<file path="src/rtl/stage_decision.sv">
// rtl/stage_decision.sv - Viola-Jones per-stage threshold decision and window verdict
//
// Consumes the running fp32 stage sum from the stage-sum accumulator. It counts the
// accumulator's valid outputs for each stage and compares the final sum against the
// stage threshold. On a pass it clears the accumulator and moves to the next stage.
// On a fail, or after the last stage, it issues the verdict for the window.
//
// Optional feature macro: STAGE_DECISION_STAT_EN
//   Defined   - win_cnt_o / face_cnt_o are saturating verdict / face counters.
//   Undefined - both outputs are tied to zero.
//
// Ports:
//   clk_i, rst_i        clock, asynchronous active-high reset
//   window_start_i      pulse, start a window at stage 0 (aborts any window in flight)
//   stage_req_o         level, requesting the parameters for stage_idx_o
//   stage_idx_o         current stage index
//   stage_thr_i         stage threshold, fp32
//   stage_len_i         number of weak classifiers in the stage
//   stage_param_val_i   qualifies stage_thr_i / stage_len_i
//   stage_sum_i         running stage sum, fp32
//   stage_sum_val_i     qualifies stage_sum_i
//   new_stage_o         pulse, clears the accumulator
//   result_val_o        pulse, verdict valid
//   result_face_o       1 = every stage passed (held until the next verdict)
//   result_stage_o      stage that rejected the window, or the last stage on a face
//   busy_o              window in progress
//   win_cnt_o           windows decided
//   face_cnt_o          faces found
module stage_decision #(
    parameter int NUM_STAGES = 22,
    parameter int STAGE_W    = 5,
    parameter int WEAK_CNT_W = 8
) (
    input  logic                  clk_i,
    input  logic                  rst_i,
    input  logic                  window_start_i,
    output logic                  stage_req_o,
    output logic [STAGE_W-1:0]    stage_idx_o,
    input  logic [31:0]           stage_thr_i,
    input  logic [WEAK_CNT_W-1:0] stage_len_i,
    input  logic                  stage_param_val_i,
    input  logic [31:0]           stage_sum_i,
    input  logic                  stage_sum_val_i,
    output logic                  new_stage_o,
    output logic                  result_val_o,
    output logic                  result_face_o,
    output logic [STAGE_W-1:0]    result_stage_o,
    output logic                  busy_o,
    output logic [31:0]           win_cnt_o,
    output logic [31:0]           face_cnt_o
);

    typedef enum logic [1:0] {
        S_IDLE    = 2'd0,
        S_LOAD    = 2'd1,
        S_ACCUM   = 2'd2,
        S_COMPARE = 2'd3
    } state_t;

    localparam logic [STAGE_W-1:0] LAST_IDX = STAGE_W'(NUM_STAGES - 1);

    state_t                  state;
    logic [31:0]             thr_q;
    logic [31:0]             last_sum_q;
    logic [WEAK_CNT_W-1:0]   len_q;
    logic [WEAK_CNT_W-1:0]   cnt_q;

    // a >= b for fp32 operands. NaN and denormal inputs are not handled.
    function automatic logic fp_ge(input logic [31:0] a, input logic [31:0] b);
        logic res;
        if ((a[30:0] == 31'd0) && (b[30:0] == 31'd0))
            res = 1'b1;                         // +0 and -0 compare equal
        else if (a[31] != b[31])
            res = ~a[31];                       // positive side wins
        else if (!a[31])
            res = (a[30:0] >= b[30:0]);         // both positive: magnitude order
        else
            res = (a[30:0] <= b[30:0]);         // both negative: magnitude order reversed
        return res;
    endfunction

    always_ff @(posedge clk_i or posedge rst_i) begin
        if (rst_i) begin
            state          <= S_IDLE;
            stage_req_o    <= 1'b0;
            stage_idx_o    <= '0;
            new_stage_o    <= 1'b0;
            result_val_o   <= 1'b0;
            result_face_o  <= 1'b0;
            result_stage_o <= '0;
            busy_o         <= 1'b0;
            thr_q          <= '0;
            last_sum_q     <= '0;
            len_q          <= '0;
            cnt_q          <= '0;
        end else begin
            new_stage_o  <= 1'b0;
            result_val_o <= 1'b0;

            // A window start restarts from any state and drops the window in flight.
            if (window_start_i) begin
                state       <= S_LOAD;
                stage_idx_o <= '0;
                new_stage_o <= 1'b1;
                stage_req_o <= 1'b1;
                busy_o      <= 1'b1;
            end else begin
                case (state)
                    S_IDLE: begin
                        state <= S_IDLE;
                    end

                    S_LOAD: begin
                        if (stage_param_val_i) begin
                            thr_q       <= stage_thr_i;
                            len_q       <= stage_len_i;
                            cnt_q       <= '0;
                            last_sum_q  <= '0;
                            stage_req_o <= 1'b0;
                            // An empty stage is judged on a sum of +0.0.
                            state <= (stage_len_i == '0) ? S_COMPARE : S_ACCUM;
                        end
                    end

                    S_ACCUM: begin
                        if (stage_sum_val_i) begin
                            last_sum_q <= stage_sum_i;
                            cnt_q      <= cnt_q + 1'b1;
                            if ((cnt_q + 1'b1) == len_q)
                                state <= S_COMPARE;
                        end
                    end

                    S_COMPARE: begin
                        if (fp_ge(last_sum_q, thr_q) && (stage_idx_o < LAST_IDX)) begin
                            stage_idx_o <= stage_idx_o + 1'b1;
                            new_stage_o <= 1'b1;
                            stage_req_o <= 1'b1;
                            state       <= S_LOAD;
                        end else begin
                            result_val_o   <= 1'b1;
                            result_face_o  <= fp_ge(last_sum_q, thr_q);
                            result_stage_o <= stage_idx_o;
                            busy_o         <= 1'b0;
                            state          <= S_IDLE;
                        end
                    end

                    default: begin
                        state       <= S_IDLE;
                        stage_req_o <= 1'b0;
                        busy_o      <= 1'b0;
                    end
                endcase
            end
        end
    end

`ifdef STAGE_DECISION_STAT_EN
    logic [31:0] win_cnt_q;
    logic [31:0] face_cnt_q;

    // Counted on the registered verdict pulse, saturating, cleared only by reset.
    always_ff @(posedge clk_i or posedge rst_i) begin
        if (rst_i) begin
            win_cnt_q  <= '0;
            face_cnt_q <= '0;
        end else if (result_val_o) begin
            if (win_cnt_q != 32'hFFFF_FFFF)
                win_cnt_q <= win_cnt_q + 32'd1;
            if (result_face_o && (face_cnt_q != 32'hFFFF_FFFF))
                face_cnt_q <= face_cnt_q + 32'd1;
        end
    end

    assign win_cnt_o  = win_cnt_q;
    assign face_cnt_o = face_cnt_q;
`else
    assign win_cnt_o  = '0;
    assign face_cnt_o = '0;
`endif

endmodule

</file>
<file path="config.mk">
export PLATFORM = sky130hd
export DESIGN_NAME = stage_decision
export DESIGN_NICKNAME = d
export VERILOG_FILES = /design/src/rtl/stage_decision.sv
export SDC_FILE = /design/constraint.sdc
export NUM_CORES = 1
export LEC_CHECK = 0
export BUFFER_PORTS_ARGS = -buffer_cell sky130_fd_sc_hd__buf_2
export CAP_MARGIN = 20
export CORE_ASPECT_RATIO = 0.8
export CORE_UTILIZATION = 30
export DETAILED_ROUTE_END_ITERATION = 10
export PLACE_DENSITY = 0.56
export SYNTH_ARGS = -nofsm -noshare
export SYNTH_HDL_FRONTEND = slang
export SYNTH_SLANG_ARGS = --single-unit
</file>
<file path="constraint.sdc">
create_clock -name clk_i -period 3.7 [get_ports clk_i]
set_input_delay 0.74 -clock clk_i [delete_from_list [all_inputs] [get_ports clk_i]]
set_output_delay 0.74 -clock clk_i [all_outputs]
set_load 0.01 [all_outputs]
</file>
=== After elaboration in Yosys (flattened, before gate mapping) ===
Cells that the tools add are included.

* Register bits after elaboration: 97
* Input port bits: 77
* Logic and storage cells: 83

* Bitwise gates (word level): 3
* Muxes and demuxes: 34
* Add/sub/neg operators: 2
* Magnitude comparators: 3
* Reduce and logical (&&, ||, !) cells: 17
* Equality and inequality tests: 12

{| class="wikitable"
|+ Operators with widths
! kind !! count
|-
| $mux 32 || 2
|-
| $pmux 32 s2 || 1
|-
| $logic_not 31->1 || 2
|-
| $ge 31x31->1 || 1
|-
| $le 31x31->1 || 1
|-
| $mux 1 || 19
|-
| $mux 8 || 2
|-
| $pmux 8 s2 || 1
|-
| $mux 5 || 3
|-
| $ne 3x3->1 const B || 4
|-
| $reduce_and 3->1 || 4
|-
| $add 8x1->8 const B || 1
|-
| $eq 8x8->1 || 1
|-
| $logic_not 8->1 || 1
|-
| $mux 2 || 4
|-
| $pmux 2 s4 || 1
|-
| $ne 2x2->1 const B || 3
|-
| $reduce_bool 2->1 || 3
|-
| $add 5x1->5 const B || 1
|-
| $lt 5x5->1 const B || 1
|-
| $eq 2x2->1 const B || 2
|-
| $reduce_and 2->1 || 2
|-
| $reduce_and 4->1 || 1
|-
| $not 1->1 || 3
|-
| other kinds (6) || 7
|}

=== Logic depth before layout (Yosys ltp) ===
* Depth in word-level cells: 10
* Depth in mapped cells: 11

=== Worst setup path before layout ===
Ideal clock, no wire load.

* Kind: register -> register
* Start point: register last_sum_q[29]
* End point: register stage_idx_o[3]
* Data required time: 3.575 ns
* Cell stages (with the launch flop): 10
* Slack: 0.962 ns
* Arrival: 2.613 ns
* Clock period less this slack: 2.738 ns
* Cell sequence: dfrtp_1 > ha_1 > nand4_2 > or4_1 > a21oi_1 > nor4bb_1 > or4_1 > buf_2 > nor2_1 > mux2_2

* Longest elaborated chain between the ends: 9
* Elaborated cells on any way between the ends: 12

{| class="wikitable"
|+ RTL lines
! what !! RTL line !! text
|-
| start, declared || 64 || <nowiki>logic [31:0] last_sum_q;</nowiki>
|-
| start signal, assigned || 127 || <nowiki>last_sum_q <= stage_sum_i;</nowiki>
|-
| $ge 31x31->1 / $le 31x31->1 (equally long branches) || 76, 78 ||
|-
| $mux 1 || 75 || <nowiki>else if (!a[31])</nowiki>
|-
| $mux 1 || 73 || <nowiki>else if (a[31] != b[31])</nowiki>
|-
| $mux 1 * || 71 || <nowiki>if ((a[30:0] == 31'd0) && (b[30:0] == 31'd0))</nowiki>
|-
| $mux 1 * || 108 || <nowiki>case (state)</nowiki>
|-
| $mux 1 * || 101 || <nowiki>if (window_start_i) begin</nowiki>
|-
| $logic_and 1x1->1 * || 135 || <nowiki>if (fp_ge(last_sum_q, thr_q) && (stage_idx_o < LAST_IDX)) begin</nowiki>
|-
| $reduce_bool 2->1 (no line) * || - ||
|-
| $reduce_and 2->1 (no line) * || - ||
|-
| end signal, assigned || 136 || <nowiki>stage_idx_o <= stage_idx_o + 1'b1;</nowiki>
|-
| end, declared || 38 || <nowiki>output logic [STAGE_W-1:0] stage_idx_o,</nowiki>
|}

Mark *: on every way between the ends. The rest lies on a longest branch, timed or not. The select of a mux whose other input is x is not followed.
A chain may end at the register's enable or synchronous reset.

=== Worst setup path in the final report ===
* Start point: register thr_q[29]
* End point: register result_stage_o[1]

* Longest elaborated chain between the ends: 9
* Elaborated cells on any way between the ends: 12

{| class="wikitable"
|+ RTL lines
! what !! RTL line !! text
|-
| start, declared || 63 || <nowiki>logic [31:0] thr_q;</nowiki>
|-
| start signal, assigned || 115 || <nowiki>thr_q <= stage_thr_i;</nowiki>
|-
| $ge 31x31->1 / $le 31x31->1 (equally long branches) || 76, 78 ||
|-
| $mux 1 || 75 ||
|-
| $mux 1 || 73 ||
|-
| $mux 1 * || 71 ||
|-
| $mux 1 * || 108 ||
|-
| $mux 1 * || 101 ||
|-
| $logic_and 1x1->1 * || 135 ||
|-
| $not 1->1 (no line) * || - ||
|-
| $reduce_and 3->1 (no line) * || - ||
|-
| end signal, assigned || 143 || <nowiki>result_stage_o <= stage_idx_o;</nowiki>
|-
| end, declared || 47 || <nowiki>output logic [STAGE_W-1:0] result_stage_o,</nowiki>
|}

Marks and branches as above.

==> metrics.txt <==
I/O pins 156; area grow syn2layout 13.9%; failing checks DRC; cells after synthesis 510; Slew @ Worst Pin 0.713 ns; Core ar. 0.0175 mm^2; Primary FF master, synth dfrtp_1; CP max stage cell nor4bb_2; RSZ-0062 raised after global routing no; clk_skew 0.00855 ns; setup_tns 0 ns; synthesized flop and latch total 97; worst path bufs/invs 1; Ant. Diodes 0; clock buffers created by TritonCTS 9; CP Launch Type register; storage element area 0.00243 mm^2; Detailed Route WL 13.0 mm; CP Cell Sequence inv_1, ha_1, a21oi_1, nand2_1, a221oi_1, nor3b_1, nor4bb_2, nor3_1, a21oi_2, mux2_2; Overall Global Routing Usage 14.5%; fmax 310 MHz; Die Ht 123 um; Residual DRC 16; peak per-stage delay on the critical path 0.51 ns; crit share post-route 87.3%; worst setup path category reg2reg; setup bufs post-CTS 0; Synth area leader dfrtp_1; EDFF count, synth 0; Mapped Area 0.00545 mm^2; critical path's top delay family simple AND/OR/NAND/NOR gates; top cells by count, synth 97 x dfrtp_1, 64 x buf_4, 45 x mux2_2; Worst Path Required 3.93 ns; vias in the first global route 3,822; Max Cap Viol 0; Setup violations, final 0; H-tree Lvls 3; main area contributors after synthesis dfrtp_1 45%, mux2_2 9.3%, buf_4 8.8%, ha_1 8.5%, a22o_1 5.1%; DR iter-0 viols 248; Static Leakage 3.10 nW; Reg clk slew, reported paths 0.07 ns; synthesis warning total 0; DP HPWL 9.84 mm; CTS root buf clkbuf_16; vias per cell 4.76; footprint of the multi-input gates 0.00258 mm^2; I/O Buffers 91; CTS Sinks 97; Layout fillers 1,761; FP Rows 43; total power per unit cell area 703 mW/mm^2; Fin. Hold Viols 0; initial antenna violation count 1; DR pass1 iterations 8; share of the synthesized area in the top cell type 44.6%; layout cells sized above 1 27.4%; hold_buf cts 0; CP endpoint kind register; WL/cell 15.7 um; Max IR drop VDD 0.216 mV; crit path max fanout 7; Syn Area/Cell 10.7 um^2; async set-reset flop share out of synthesis 100%; Initial Util 31.1%; Routed Antenna Nets 0; full die area 0.0187 mm^2; Tmin final 3.23 ns; first-pass GRT wire length 20.6 mm; most common cell in the netlist dfrtp_1; dpl cell area 0.00592 mm^2; post-route cell area 0.00620 mm^2; WP data arrival 3.46 ns; NumNets Final 713; clk buf depth 2; die width 153 um; routed via count 3,940; outcome finished with violations; worst-skew pair later-pin latency 0.35 ns; CTS tree yes; largest net degree at the start of global routing 65; cts repair resizes 0; remaining global-route overflow 0; Hold Crit Class in2async; Slew Limit Headroom 52.1%; Final Slew Violations 0; Seq/Total Area, Yosys 44.6%; Synth cell types 49; Placer Congestion 0.792
per-stage QoR:
stage	cells	total power, mW	setup slack (ns)	hold slack, ns	utilization (%)
2_1_floorplan	573	3.03	0.426	0.466	-
3_3_place_gp	813	3.42	0.455	0.490	33.8
3_5_place_dp	813	3.49	0.293	0.491	33.8
4_1_cts	828	4.39	0.273	0.459	35.3
5_1_grt	828	4.72	0.169	0.490	35.4
6_report	828	4.36	0.471	0.446	35.4
layout by cell type (no fill, tap or decap), types with 3 or more instances in the layout:
cell,synthesis,final
a211oi_1,3,3
a21oi_1,15,15
a22o_1,32,32
and3_1,4,4
buf_2,1,91
buf_4,64,3
clkbuf_16,0,9
clkinvlp_4,0,3
conb_1,1,64
dfrtp_1,97,97
ha_1,37,37
inv_1,38,37
mux2_2,45,45
nand2_1,17,17
nand2b_1,5,5
nand3_1,13,13
nand4_1,11,11
nor2_1,21,20
nor3_1,4,4
nor4_1,20,20
o21ai_0,18,18
o31ai_1,3,3
xnor2_1,8,8
xor2_1,3,3
power breakdown:
part           internal (mW)  switching, mW  total (mW)
sequential              1.47          0.393        1.87
clock                  0.454          0.416       0.870
combinational          0.801          0.825        1.63
total                   2.73           1.63        4.36
kinds of logic (layout without fill, tap and decap cells):
kind of cell | Yosys count | count (layout) | synth area share (%)
AO/OA/AOI/OAI | 87 | 87 | 11.5
XOR/XNOR | 11 | 11 | 1.77
adder cells (fa/ha/maj) | 37 | 37 | 8.50
buffers and inverters | 118 | 148 | 12.6
flip-flops | 97 | 97 | 44.6
multiplexers | 46 | 46 | 9.49
other | 1 | 64 | 0.0689
AND/OR/NAND/NOR | 113 | 113 | 11.6
worst reg2reg max path, stage by stage, from the launching register on:
cell	delay, ns
dfrtp_1	0.38
inv_1	0.05
ha_1	0.33
a21oi_1	0.16
nand2_1	0.06
a221oi_1	0.26
nor3b_1	0.37
nor4bb_2	0.51
nor3_1	0.23
a21oi_2	0.37
mux2_2	0.38
worst paths after layout:
kind                           start                 to  slack, ns  cells past startpoint
hold / removal                 rst_i       result_val_o       0.45                      2
hold reg to reg               busy_o             busy_o       0.50                      2
setup / recovery           thr_q[29]  result_stage_o[1]       0.47                     10
max in group asynchronous      rst_i          thr_q[27]       2.52                      3
min in group clk_i            busy_o             busy_o       0.50                      2
setup reg to reg           thr_q[29]  result_stage_o[1]       0.47                     10
area by class of cell:
type                       count  share of cell area, %
multi-input combinational    358                   41.6
sequential                    97                   39.1
timing repair buffer          95                   8.03
tap                          225                   4.54
clock buffer                   9                   3.63
inverter                      38                   2.32
clock inverter                 6                  0.726
per-layer routing:
layer	vias to the layer above	wire length, um	GRT usage, %	share of wire (%)
met5	-	9	0	0.069
met4	2	113	4.42	0.87
met3	9	719	4.13	5.5
met2	127	5700	21.8	44
met1	1927	6440	20.1	50
li1	1875	-	-	-
registers in the layout, indices dropped and copies added (netlist names):
| signal | count |
|---|---|
| busy_o | 1 |
| cnt_q | 8 |
| last_sum_q | 32 |
| len_q | 8 |
| new_stage_o | 1 |
| result_face_o | 1 |
| result_stage_o | 5 |
| result_val_o | 1 |
| stage_idx_o | 5 |
| stage_req_o | 1 |
| state | 2 |
| thr_q | 32 |
Note: power is estimated with default switching activity, not from simulation.
